==> config.mk <==
export PLATFORM = sky130hd
export DESIGN_NAME = axis_tx_frame_monitor
export DESIGN_NICKNAME = d
export VERILOG_FILES = /design/src/rtl/axis_tx_frame_monitor.sv
export SDC_FILE = /design/constraint.sdc
export NUM_CORES = 1
export LEC_CHECK = 0
export BUFFER_PORTS_ARGS = -buffer_cell sky130_fd_sc_hd__buf_4
export CELL_PAD_IN_SITES_DETAIL_PLACEMENT = 1
export CELL_PAD_IN_SITES_GLOBAL_PLACEMENT = 2
export CORE_MARGIN = 2
export CORE_UTILIZATION = 37
export CTS_CLUSTER_DIAMETER = 100
export DETAILED_ROUTE_END_ITERATION = 10
export PLACE_DENSITY_LB_ADDON = 0.15
export SLEW_MARGIN = 30
export SYNTH_ARGS = -nofsm -noshare
export SYNTH_HDL_FRONTEND = slang
export SYNTH_SLANG_ARGS = --single-unit
==> constraint.sdc <==
create_clock -name aclk -period 3.2 [get_ports aclk]
set_input_delay 0.64 -clock aclk [delete_from_list [all_inputs] [get_ports aclk]]
set_output_delay 0.64 -clock aclk [all_outputs]
set_load 0.1 [all_outputs]
==> src/rtl/axis_tx_frame_monitor.sv <==
// AXI-Stream TX sink: programmable backpressure, frame/line tracking,
// per-frame statistics, checksum and sticky protocol-error flags.
//
// Ports:
//   aclk, aclk_reset_n        clock, async active-low reset
//   s_axis_t*                 AXIS slave (tuser: 0 SOF, 1 EOF, 2 SOL, 3 EOL)
//   bp_enable, bp_pattern     backpressure control (pattern bit per phase)
//   clr_stats                 sync clear of stats, errors and FSM
//   frame_done                one-cycle pulse per completed frame
//   frame_count               completed frames (wrapping)
//   line_beats, frame_lines   geometry of last completed frame
//   frame_checksum            32-bit word sum of last completed frame
//   err_flags                 sticky: 0 stab, 1 seq, 2 len, 3 tlast/EOL
module axis_tx_frame_monitor #(
    parameter int T_DATA_WIDTH = 64,
    parameter int T_USER_WIDTH = 4
) (
    input  logic                    aclk,
    input  logic                    aclk_reset_n,
    input  logic                    s_axis_tvalid,
    output logic                    s_axis_tready,
    input  logic [T_DATA_WIDTH-1:0] s_axis_tdata,
    input  logic [T_USER_WIDTH-1:0] s_axis_tuser,
    input  logic                    s_axis_tlast,
    input  logic                    bp_enable,
    input  logic [15:0]             bp_pattern,
    input  logic                    clr_stats,
    output logic                    frame_done,
    output logic [31:0]             frame_count,
    output logic [15:0]             line_beats,
    output logic [15:0]             frame_lines,
    output logic [31:0]             frame_checksum,
    output logic [3:0]              err_flags
);

    localparam int NW = T_DATA_WIDTH / 32;

    localparam logic [1:0] WAIT_SOF = 2'd0;
    localparam logic [1:0] IN_LINE  = 2'd1;
    localparam logic [1:0] WAIT_SOL = 2'd2;

    logic [3:0]              ph;
    logic [1:0]              state;
    logic [1:0]              state_nx;
    logic [15:0]             beats;
    logic [15:0]             lines;
    logic [15:0]             ref_beats;
    logic [31:0]             sum;

    logic                    stall_q;
    logic [T_DATA_WIDTH-1:0] data_q;
    logic [T_USER_WIDTH-1:0] user_q;
    logic                    last_q;

    logic        sof, eof, sol, eol;
    logic        acc;
    logic        start, cont, newl, live;
    logic [31:0] bsum;
    logic [31:0] sum_now;
    logic [15:0] beats_now;
    logic [15:0] lines_base;
    logic [15:0] lines_now;
    logic        first_line;
    logic        line_end;
    logic        frame_end;
    logic        seq_err, len_err, last_err, stab_err;

    assign sof = s_axis_tuser[0];
    assign eof = s_axis_tuser[1];
    assign sol = s_axis_tuser[2];
    assign eol = s_axis_tuser[3];
    assign acc = s_axis_tvalid & s_axis_tready;

    always_comb begin
        bsum = '0;
        for (int i = 0; i < NW; i++) begin
            bsum = bsum + s_axis_tdata[i*32 +: 32];
        end
    end

    always_comb begin
        start      = acc & sof;
        cont       = acc & ~sof & (state == IN_LINE);
        newl       = acc & ~sof & (state == WAIT_SOL);
        live       = start | cont | newl;

        // An SOF beat always opens a fresh frame, whatever the state.
        lines_base = start ? 16'd0 : lines;
        sum_now    = start ? bsum : sum + bsum;

        if (start | newl)
            beats_now = 16'd1;
        else if (beats == 16'hFFFF)
            beats_now = 16'hFFFF;
        else
            beats_now = beats + 16'd1;

        lines_now  = (lines_base == 16'hFFFF) ?
                     16'hFFFF : lines_base + 16'd1;
        first_line = (lines_base == 16'd0);
        line_end   = live & s_axis_tlast;
        frame_end  = line_end & eof;

        seq_err  = (acc & ~sof & (state == WAIT_SOF)) |
                   (acc &  sof & (state != WAIT_SOF)) |
                   (newl & ~sol);
        len_err  = line_end & ~first_line & (beats_now != ref_beats);
        last_err = live & ((s_axis_tlast & ~eol) |
                           (~s_axis_tlast & (eol | eof)));
        // A stalled beat must be held unchanged until taken.
        stab_err = stall_q & (~s_axis_tvalid |
                              (s_axis_tdata != data_q) |
                              (s_axis_tuser != user_q) |
                              (s_axis_tlast != last_q));

        if (frame_end)
            state_nx = WAIT_SOF;
        else if (line_end)
            state_nx = WAIT_SOL;
        else if (live)
            state_nx = IN_LINE;
        else
            state_nx = state;
    end

    always_ff @(posedge aclk or negedge aclk_reset_n) begin
        if (!aclk_reset_n) begin
            ph            <= '0;
            s_axis_tready <= 1'b0;
            stall_q       <= 1'b0;
            data_q        <= '0;
            user_q        <= '0;
            last_q        <= 1'b0;
        end else begin
            ph            <= ph + 4'd1;
            s_axis_tready <= ~bp_enable | bp_pattern[ph];
            stall_q       <= s_axis_tvalid & ~s_axis_tready;
            data_q        <= s_axis_tdata;
            user_q        <= s_axis_tuser;
            last_q        <= s_axis_tlast;
        end
    end

    always_ff @(posedge aclk or negedge aclk_reset_n) begin
        if (!aclk_reset_n) begin
            state          <= WAIT_SOF;
            beats          <= '0;
            lines          <= '0;
            ref_beats      <= '0;
            sum            <= '0;
            frame_done     <= 1'b0;
            frame_count    <= '0;
            line_beats     <= '0;
            frame_lines    <= '0;
            frame_checksum <= '0;
            err_flags      <= '0;
        end else if (clr_stats) begin
            state          <= WAIT_SOF;
            beats          <= '0;
            lines          <= '0;
            ref_beats      <= '0;
            sum            <= '0;
            frame_done     <= 1'b0;
            frame_count    <= '0;
            line_beats     <= '0;
            frame_lines    <= '0;
            frame_checksum <= '0;
            err_flags      <= '0;
        end else begin
            frame_done <= 1'b0;
            state      <= state_nx;
            err_flags  <= err_flags |
                          {last_err, len_err, seq_err, stab_err};
            if (live) begin
                beats <= beats_now;
                sum   <= sum_now;
                lines <= line_end ? lines_now : lines_base;
                if (line_end & first_line)
                    ref_beats <= beats_now;
            end
            if (frame_end) begin
                frame_done     <= 1'b1;
                frame_count    <= frame_count + 32'd1;
                line_beats     <= first_line ? beats_now : ref_beats;
                frame_lines    <= lines_now;
                frame_checksum <= sum_now;
            end
        end
    end

endmodule

# Word-level counts from Yosys, hierarchy flattened
# Index checks and enable logic that the tools add are counted.
[totals]
regBits = 258
wordCells = 111
[classes]
addsub = 6
magnitude_cmp = 1
eq_ne = 8
n_mux = 33
bitwise_logic = 38
n_reduce_logical = 8
[ops]
columns = ["cell", "n"]
rows = [
  ["two-way mux 16 bit", 17],
  ["two-way mux 32 bit", 7],
  ["adder 32 bit", 2],
  ["inequality test 64 bit", 1],
  ["adder 16 x 1 -> 16 bit (second input constant)", 2],
  ["adder 32 x 1 -> 32 bit (second input constant)", 1],
  ["== test 16 bit (second input constant)", 2],
  ["bitwise AND 1 bit", 18],
  ["logical NOT 16 bit", 1],
  ["inequality test 16 bit", 1],
  ["OR 1 bit", 11],
  ["two-way mux 2 bit", 4],
  ["NOT 1 bit", 8],
  ["nonzero test 2 bit", 4],
  ["less-than comparator 4 x 5 -> 1 bit (second input constant)", 1],
  ["adder 4 x 1 -> 4 bit (second input constant)", 1],
  ["binary-select mux 1 bit (select 4 bit)", 1],
  ["two-way mux 4 bit", 1],
  ["inequality test 4 bit", 1],
  ["OR 4 bit", 1],
  ["nonzero test 4 bit", 1],
  ["two-way mux 1 bit", 3],
  ["== test 2 x 1 -> 1 bit (second input constant)", 1],
  ["== test 2 bit (second input constant)", 1],
  ["3 further kinds", 3],
]

# Depth between registers and ports, before layout
# Gate-level depths: netlist of run 1.
[logic_depth]
ltp_word = 10
depth_mapped = 22

# Least setup slack after synthesis of run 1
# OpenSTA, ideal clock, no wires.
[synth_timing]
path_type = "input to register"
from = "in s_axis_tdata[0]"
to = "reg sum[31]"
setup_time_ps = 71
t_arrival_ps = 4285
path_slack_ps = -1156
cell_stages = 20
n_path_buf = 0
path_cell_list = "ha_1 > inv_1 > fa_1 > nor2b_1 > o31a_1 > o311ai_1 > nand4_1 > a21o_1 > a21oi_1 > xnor2_1 > ha_1 > a21o_1 > a21o_1 > a21oi_1 > and4_1 > nand3_1 > and3_1 > mux2i_1 > mux2_2 > nand4_1"
[synth_between]
elab_chain_cells = 5
[synth_lines]
columns = ["element", "line", "source"]
rows = [
  ["start: declaration", "22", "input logic [T_DATA_WIDTH-1:0] s_axis_tdata,"],
  ["adder 32 bit (*)", "77", "bsum = bsum + s_axis_tdata[i*32 +: 32];"],
  ["adder 32 bit", "89", "sum_now = start ? bsum : sum + bsum;"],
  ["two-way mux 32 bit (*)", "89", ""],
  ["two-way mux 32 bit (*)", "174", "if (live) begin"],
  ["two-way mux 32 bit (*)", "157", "end else if (clr_stats) begin"],
  ["end signal: assignment", "176", "sum <= sum_now;"],
  ["end: declaration", "48", "logic [31:0] sum;"],
]
# Every way passes the cells marked *; elsewhere a longest branch is shown, timed or not. The select of a mux whose other input is x is not followed.
# A chain may end at the register's enable or synchronous reset.

# Final worst setup path of run 1
[layout_timing]
from = "in s_axis_tdata[0]"
to = "reg sum[25]"
# Same word-level chain as after synthesis.

==> results of run 1 <==
-- per-stage QoR --
stage / utilization (%) / setup WS, ns / cell area, µm² / hold WS, ns / setup TNS, ns
after global placement: 47.9 / -1.52 / 20000 / 0.470 / -64.49
final: 54.3 / -0.974 / 22700 / 0.0809 / -34.52
after CTS: 53.0 / -0.855 / 22100 / 0.106 / -27.26
after floorplan: - / -1.00 / 15800 / 0.344 / -27.28
after detailed placement: 47.9 / -1.68 / 20000 / 0.483 / -69.87
after global routing: 54.3 / -1.09 / 22700 / 0.141 / -41.40
-- placed cells by master, fill, tap and decap left out, types with 15 or more instances in the layout --
cell type | synthesis | routed
xor2_1 | 81 | 75
o21ai_0 | 70 | 50
a22o_1 | 23 | 23
inv_1 | 65 | 64
ha_1 | 69 | 47
a21oi_1 | 133 | 98
xnor2_1 | 59 | 46
mux2i_1 | 25 | 21
nand3_1 | 51 | 44
nor2_1 | 187 | 180
nand4_1 | 37 | 37
nand2_1 | 158 | 150
dfrtp_1 | 258 | 257
a21o_1 | 25 | 25
buf_4 | 2 | 507
buf_6 | 2 | 28
and3_1 | 22 | 17
ha_4 | 0 | 18
a21oi_2 | 8 | 35
a211oi_1 | 53 | 38
clkbuf_16 | 0 | 35
a22oi_1 | 16 | 15
nor3_1 | 36 | 30
-- metal layers --
| layer | share of wire, % | up-vias |
|---|---|---|
| met5 | 0 | - |
| met1 | 46 | 7859 |
| met2 | 48 | 321 |
| met4 | 2.7 | 0 |
| met3 | 3.8 | 102 |
| li1 | - | 7153 |
-- worst max-delay path by stage --
stage	from	end	slack, ns	depth (start not counted)
global route	s_axis_tdata[0]	sum[25]	-1.09	25
floorplan	s_axis_tdata[0]	sum[31]	-1.00	20
global placement	s_axis_tdata[0]	frame_checksum[26]	-1.52	20
detailed placement	s_axis_tdata[0]	frame_checksum[29]	-1.68	23
CTS	s_axis_tdata[0]	frame_checksum[27]	-0.85	21
finish	s_axis_tdata[0]	sum[25]	-0.97	25
-- registers in the layout (all words and copies together), names as in the netlist, 32 cells and up --
name / flops
data_q: 64
sum: 32
frame_count: 32
frame_checksum: 32
-- power by group through the flow --
stage                     Sequential [µW]  Clock [µW]  Combinational (µW)
after detailed placement             3560           0                3530
after global routing                 3530        4170                4660
after global placement               3550           0                3460
after floorplan                      3880           0                1600
final                                3510        3950                4380
after CTS                            3510        4050                4040
-- worst register-to-register path: cells and delay by family, from the launching register on --
kind / cells / cell delay, ns
buffers and inverters: 2 / 0.21
AND/OR/NAND/NOR: 1 / 0.19
AO/OA/AOI/OAI: 7 / 1.45
flip-flops: 1 / 0.35
adder cells (fa/ha/maj): 2 / 0.54
XOR/XNOR: 1 / 0.18
-- cells by family (layout without fill, tap and decap cells) --
logic type | after synthesis | count (layout) | share of synthesized area, %
AOI/OAI and AO/OA | 462 | 462 | 19.8
muxes | 36 | 36 | 2.76
and+or+nand+nor | 599 | 599 | 18.4
buffers and inverters | 155 | 668 | 3.98
DFF | 258 | 258 | 41.3
adders and majority gates | 71 | 71 | 5.79
xor gates and xnor gates | 141 | 141 | 7.96
-- what timing repair did --
action,CTS,global route
pin swaps,88,73
setup endpoints to repair,53,54
gates resized for setup,136,91
setup buffers,36,22
-- cells in the mapped netlist (11+ instances only) --
cell type | count | area [µm²]
a21o_1 | 25 | 188
o22ai_1 | 14 | 87.6
nor2b_1 | 12 | 75.1
xor2_1 | 81 | 709
nand3b_1 | 14 | 105
nor4_1 | 15 | 93.8
nand4_1 | 37 | 231
and2_1 | 14 | 87.6
a21oi_1 | 133 | 666
buf_2 | 13 | 65.1
o21ai_0 | 70 | 350
nor2_1 | 187 | 702
mux2i_1 | 25 | 250
a22o_1 | 23 | 201
inv_1 | 65 | 244
nand3_1 | 51 | 255
a211oi_1 | 53 | 398
nand2_1 | 158 | 593
and3_1 | 22 | 138
nand2b_1 | 11 | 68.8
a22oi_1 | 16 | 120
nor3_1 | 36 | 180
xnor2_1 | 59 | 517
dfrtp_1 | 258 | 6460
clkbuf_1 | 66 | 248
ha_1 | 69 | 863
-- cell type report --
cell class                      count  share of cell area, %
Timing Repair Buffer              542                   18.7
Sequential cell                   258                   28.5
Clock buffer                       48                   4.34
Clock inverter                     13                  0.772
Multi-Input combinational cell   1309                   43.7
Tap cell                          539                   2.97
Inverter                           65                   1.08
==> flow_metrics.env, run 1 <==
export IMPL_ant_nets=0
export IMPL_cts_buffers=34
export IMPL_routedWlPerCell_um=22.1
export IMPL_hold_buffers=0
export IMPL_multi_input_area_mm2=0.00991
export IMPL_ys_flop_type="dfrtp_1"
export IMPL_grt_pass1_vias=16700
export IMPL_synth_edff_count=0
export IMPL_insertion_delay_ns=0.55
export IMPL_rsz0062_at_grt="yes"
export IMPL_hpwl_um=44200
export IMPL_synth_yosys_seq_area_share_pct=41.3
export IMPL_cts_tree="yes"
export IMPL_ys_ff_latch=258
export IMPL_initial_core_util_pct=37.4
export IMPL_place_inst=2673
export IMPL_cts_sinks=258
export IMPL_timing_slew_headroom_pct=44.9
export IMPL_pwr_share_clk_pct=33.4
export IMPL_slew_violations=0
export IMPL_rows=75
export IMPL_root_buffer="clkbuf_16"
export IMPL_power_uw=11800
export IMPL_drive_gt1_share_pct=36.7
export IMPL_synth_distinct_cells=86
export IMPL_grt_use_met3_pct=3.80
export IMPL_io_pins=192
export IMPL_synth_warnings=0
export IMPL_violations="negative setup slack"
export IMPL_gr_total_overflow=0
export IMPL_fin_crit_sh_pct=130
export IMPL_nets=2371
export IMPL_cts_path_max_buffers=3
export IMPL_cp_end_kind="flop"
export IMPL_startpoint_type="input port"
export IMPL_place_congestion=0.911
export IMPL_p_sw_uw=4120
export IMPL_track_usage_pct=27.7
export IMPL_combPwrFrac_pct=37.0
export IMPL_peakVddDrop_mv=0.361
export IMPL_cts_htree_levels=2
export IMPL_max_slew_worst_pin_slew_ns=0.824
export IMPL_grt_max_degree=90
export IMPL_grt_busiest_layer="met2"
export IMPL_area_growth_syn_to_layout_pct=45.3
export IMPL_required_ns=3.62
export IMPL_io_buffers=191
export IMPL_critPathArrivalTime_ns=4.59
export IMPL_grt_first_pass_wirelength_um=96100
export IMPL_syn_area_mm2=0.0156
export IMPL_max_stage_delay_ns=0.36
export IMPL_hold_class="input port to asynchronous set/reset pin"
export IMPL_r2r_start="sum[0]"
export IMPL_clock_skew_ns=0.0277
export IMPL_core_area_mm2=0.0418
export IMPL_drcViolationCount=0
export IMPL_instances_no_fill=2774
export IMPL_viasPerCell=5.56
export IMPL_swShare_pct=34.8
export IMPL_dieHeight_um=209
export IMPL_rr_worst_depth=13
export IMPL_hold_violations=0
export IMPL_power_leakage_uw=0.0105
export IMPL_vias=15400
export IMPL_crit_type="input port to flop"
export IMPL_r2r_end="sum[30]"
export IMPL_synthArstFlopShare_pct=100
export IMPL_period_minus_slack_ns=4.17
export IMPL_clk_pin_slew_ns=0.06
export IMPL_seqPwrFrac_pct=29.7
export IMPL_crit_family="compound AO/OA/AOI/OAI gates"
export IMPL_die_w_um=209
export IMPL_drt_iter0_drc=962
export IMPL_critPathBufInv=6
export IMPL_syn_nets=1883
export IMPL_p_per_area_mw_per_mm2=522
export IMPL_regArea_mm2=0.00646
export IMPL_finalWirelength_um=61200
export IMPL_intPower_uw=7730
export IMPL_fillers=4632
export IMPL_dr_pass1_iters=5
export IMPL_setup_viol_count_final=48
export IMPL_rrSetupSlack_ns=0.20
export IMPL_antenna_found_initial=0
export IMPL_syn_area_per_cell_um2=9.07
export IMPL_die_area_mm2=0.0439
export IMPL_cp_slowest_cell="o31a_1"
export IMPL_use_met1_pct=37.8
export IMPL_fmax_mhz=240
export IMPL_setup_slack_ns=-0.974
export IMPL_critPathMaxFanout=4
export IMPL_grt_met2_usage_pct=46.4
export IMPL_outcome="finished with violations"
export IMPL_syn_inst=1722
export IMPL_n_antenna_cell=0
export IMPL_maxCapViolations=0
(Power assumes the default switching activity.)
==> inputs of run 2 (changes only) <==
SKIP_CTS_REPAIR_TIMING = 1   (was unset)
==> run 2 against run 1 <==
Net effect: the flow still finishes with violations (negative setup slack); count of clock-buffer cells in the layout stayed put; non-clock buffer count is 17 lower; die area stayed put; utilization is 0.94 points lower; register-to-register slack worse by 0.04 ns; sequential power hardly changed; first-iteration DRC count is 16% lower; total power is 2.1% lower; setup slack better by 0.0055 ns; combinational power is 5.5% lower; largest power group unchanged.
==> flow_metrics.env, run 2 (synthesis results as in run 1) <==
export IMPL_outcome="finished with violations"
export IMPL_violations="negative setup slack"
export IMPL_crit_type="input port to flop"
export IMPL_ant_nets=0
export IMPL_drive_gt1_share_pct=35.4
export IMPL_cts_path_max_buffers=3
export IMPL_place_congestion=0.911
export IMPL_clock_skew_ns=0.0265
export IMPL_slew_violations=0
export IMPL_hpwl_um=44200
export IMPL_io_pins=192
export IMPL_max_slew_worst_pin_slew_ns=0.794
export IMPL_peakVddDrop_mv=0.360
export IMPL_antenna_found_initial=0
export IMPL_seqPwrFrac_pct=30.3
export IMPL_routedWlPerCell_um=21.8
export IMPL_largest_reg_flops=64
export IMPL_required_ns=3.68
export IMPL_p_per_area_mw_per_mm2=520
export IMPL_rows=75
export IMPL_gr_total_overflow=0
export IMPL_drt_iter0_drc=811
export IMPL_grt_first_pass_wirelength_um=92500
export IMPL_instances_no_fill=2757
export IMPL_grt_max_degree=90
export IMPL_intPower_uw=7600
export IMPL_cts_buffers=34
export IMPL_rsz0062_at_grt="yes"
export IMPL_dr_pass1_iters=4
export IMPL_mostFrequentLayoutCells="buf_4 (509), dfrtp_1 (257), nor2_1 (181)"
export IMPL_max_stage_delay_ns=0.35
export IMPL_cp_slowest_cell="ha_2"
export IMPL_core_area_mm2=0.0418
export IMPL_period_minus_slack_ns=4.17
export IMPL_die_area_mm2=0.0439
export IMPL_track_usage_pct=26.7
export IMPL_final_area_mm2=0.0223
export IMPL_crit_start="s_axis_tdata[0]"
export IMPL_cp_end_kind="flop"
export IMPL_fin_crit_sh_pct=130
export IMPL_cts_sinks=258
export IMPL_top_register="data_q"
export IMPL_setup_viol_count_final=45
export IMPL_r2r_start="sum[0]"
export IMPL_nets=2354
export IMPL_cts_tree="yes"
export IMPL_area_growth_syn_to_layout_pct=42.8
export IMPL_crit_chain="buf_8 > ha_4 > inv_2 > fa_2 > nor2b_4 > o31a_1 > o211a_1 > o21a_1 > o21a_1 > nor3_2 > nor2_1 > ha_2 > and3_4 > o211ai_1 > a211o_1 > nand3_1 > and3_4 > mux2i_4 > mux2_4 > nand4_1"
export IMPL_timing_slew_headroom_pct=46.9
export IMPL_hold_violations=0
export IMPL_startpoint_type="input port"
export IMPL_io_buffers=191
export IMPL_critPathBufInv=2
export IMPL_place_inst=2673
export IMPL_pwr_share_clk_pct=34.1
export IMPL_combPwrFrac_pct=35.7
export IMPL_die_w_um=209
export IMPL_cts_htree_levels=2
export IMPL_initial_core_util_pct=37.4
export IMPL_power_leakage_uw=0.0103
export IMPL_crit_family="compound AO/OA/AOI/OAI gates"
export IMPL_vias=15300
export IMPL_layout_commonest_cell="buf_4"
export IMPL_dieHeight_um=209
export IMPL_finalWirelength_um=60200
export IMPL_critPathArrivalTime_ns=4.65
export IMPL_grt_pass1_vias=16200
export IMPL_root_buffer="clkbuf_16"
export IMPL_viasPerCell=5.55
export IMPL_clk_pin_slew_ns=0.06
export IMPL_critPathMaxFanout=4
export IMPL_hold_class="input port to asynchronous set/reset pin"
export IMPL_setup_tns_ns=-32.57
export IMPL_maxCapViolations=0
export IMPL_n_antenna_cell=0
export IMPL_fmax_mhz=240
export IMPL_setup_slack_ns=-0.968
export IMPL_insertion_delay_ns=0.55
export IMPL_dpl_cell_area_mm2=0.0200
export IMPL_drcViolationCount=0
export IMPL_p_sw_uw=4000
export IMPL_swShare_pct=34.5
==> run 2: layout make-up <==
type	count	area [µm²]
Fill cell	4664	19500
Multi-Input combinational cell	1309	9710
Sequential cell	258	6460
Timing Repair Buffer	525	4060
Clock buffer	48	985
Tap cell	539	674
Inverter	65	244
Clock inverter	13	175
==> run 2: final timing paths <==
kind                                 endpoint  slack [ns]  depth (start not counted)
min in group aclk                   data_q[1]        0.23                          1
min reg2reg                 frame_checksum[4]        0.49                          2
max reg2reg                frame_checksum[28]        0.16                         13
max in group asynchronous            beats[3]        2.29                          2
max                                   sum[31]       -0.97                         20
min                                data_q[14]        0.08                          1
==> run 2: power by group through the flow <==
stage          Combinational [µW]  Clock [µW]  Sequential, µW
3_5_place_dp                 3530           0            3560
6_report                     4140        3950            3510
4_1_cts                      3560        4050            3500
5_1_grt                      4420        4170            3520
2_1_floorplan                1600           0            3880
3_3_place_gp                 3460           0            3550
==> run 2: worst register-to-register path, cell delays in order (launching register included) <==
cell and delay [ns]:
dfrtp_1 0.35, ha_1 0.17, inv_1 0.05, fa_1 0.37, nand2b_1 0.19, a21oi_2 0.23
o2111ai_2 0.27, a21oi_4 0.31, buf_6 0.15, o21ai_4 0.07, o31ai_2 0.25, xor2_1 0.24
nand2_1 0.10, a211oi_2 0.23
==> run 2: routing by layer <==
metal / vias up / share of wire (%) / global-route usage (%)
met5: - / 0 / 0
met4: 0 / 2.8 / 7.22
met3: 96 / 3.8 / 3.67
met2: 301 / 47 / 43.7
met1: 7763 / 46 / 37.1
li1: 7129 / - / -
==> run 2: metrics by stage <==
stage                     total power [µW]  utilization, %  hold slack [ns]  worst slack (ns)
final                                11600            53.4           0.0834            -0.968
after CTS                            11100            50.6            0.106             -1.13
after global placement                7010            47.9            0.470             -1.52
after detailed placement              7090            47.9            0.483             -1.68
after floorplan                       5480               -            0.344             -1.00
after global routing                 12100            53.4            0.142             -1.15
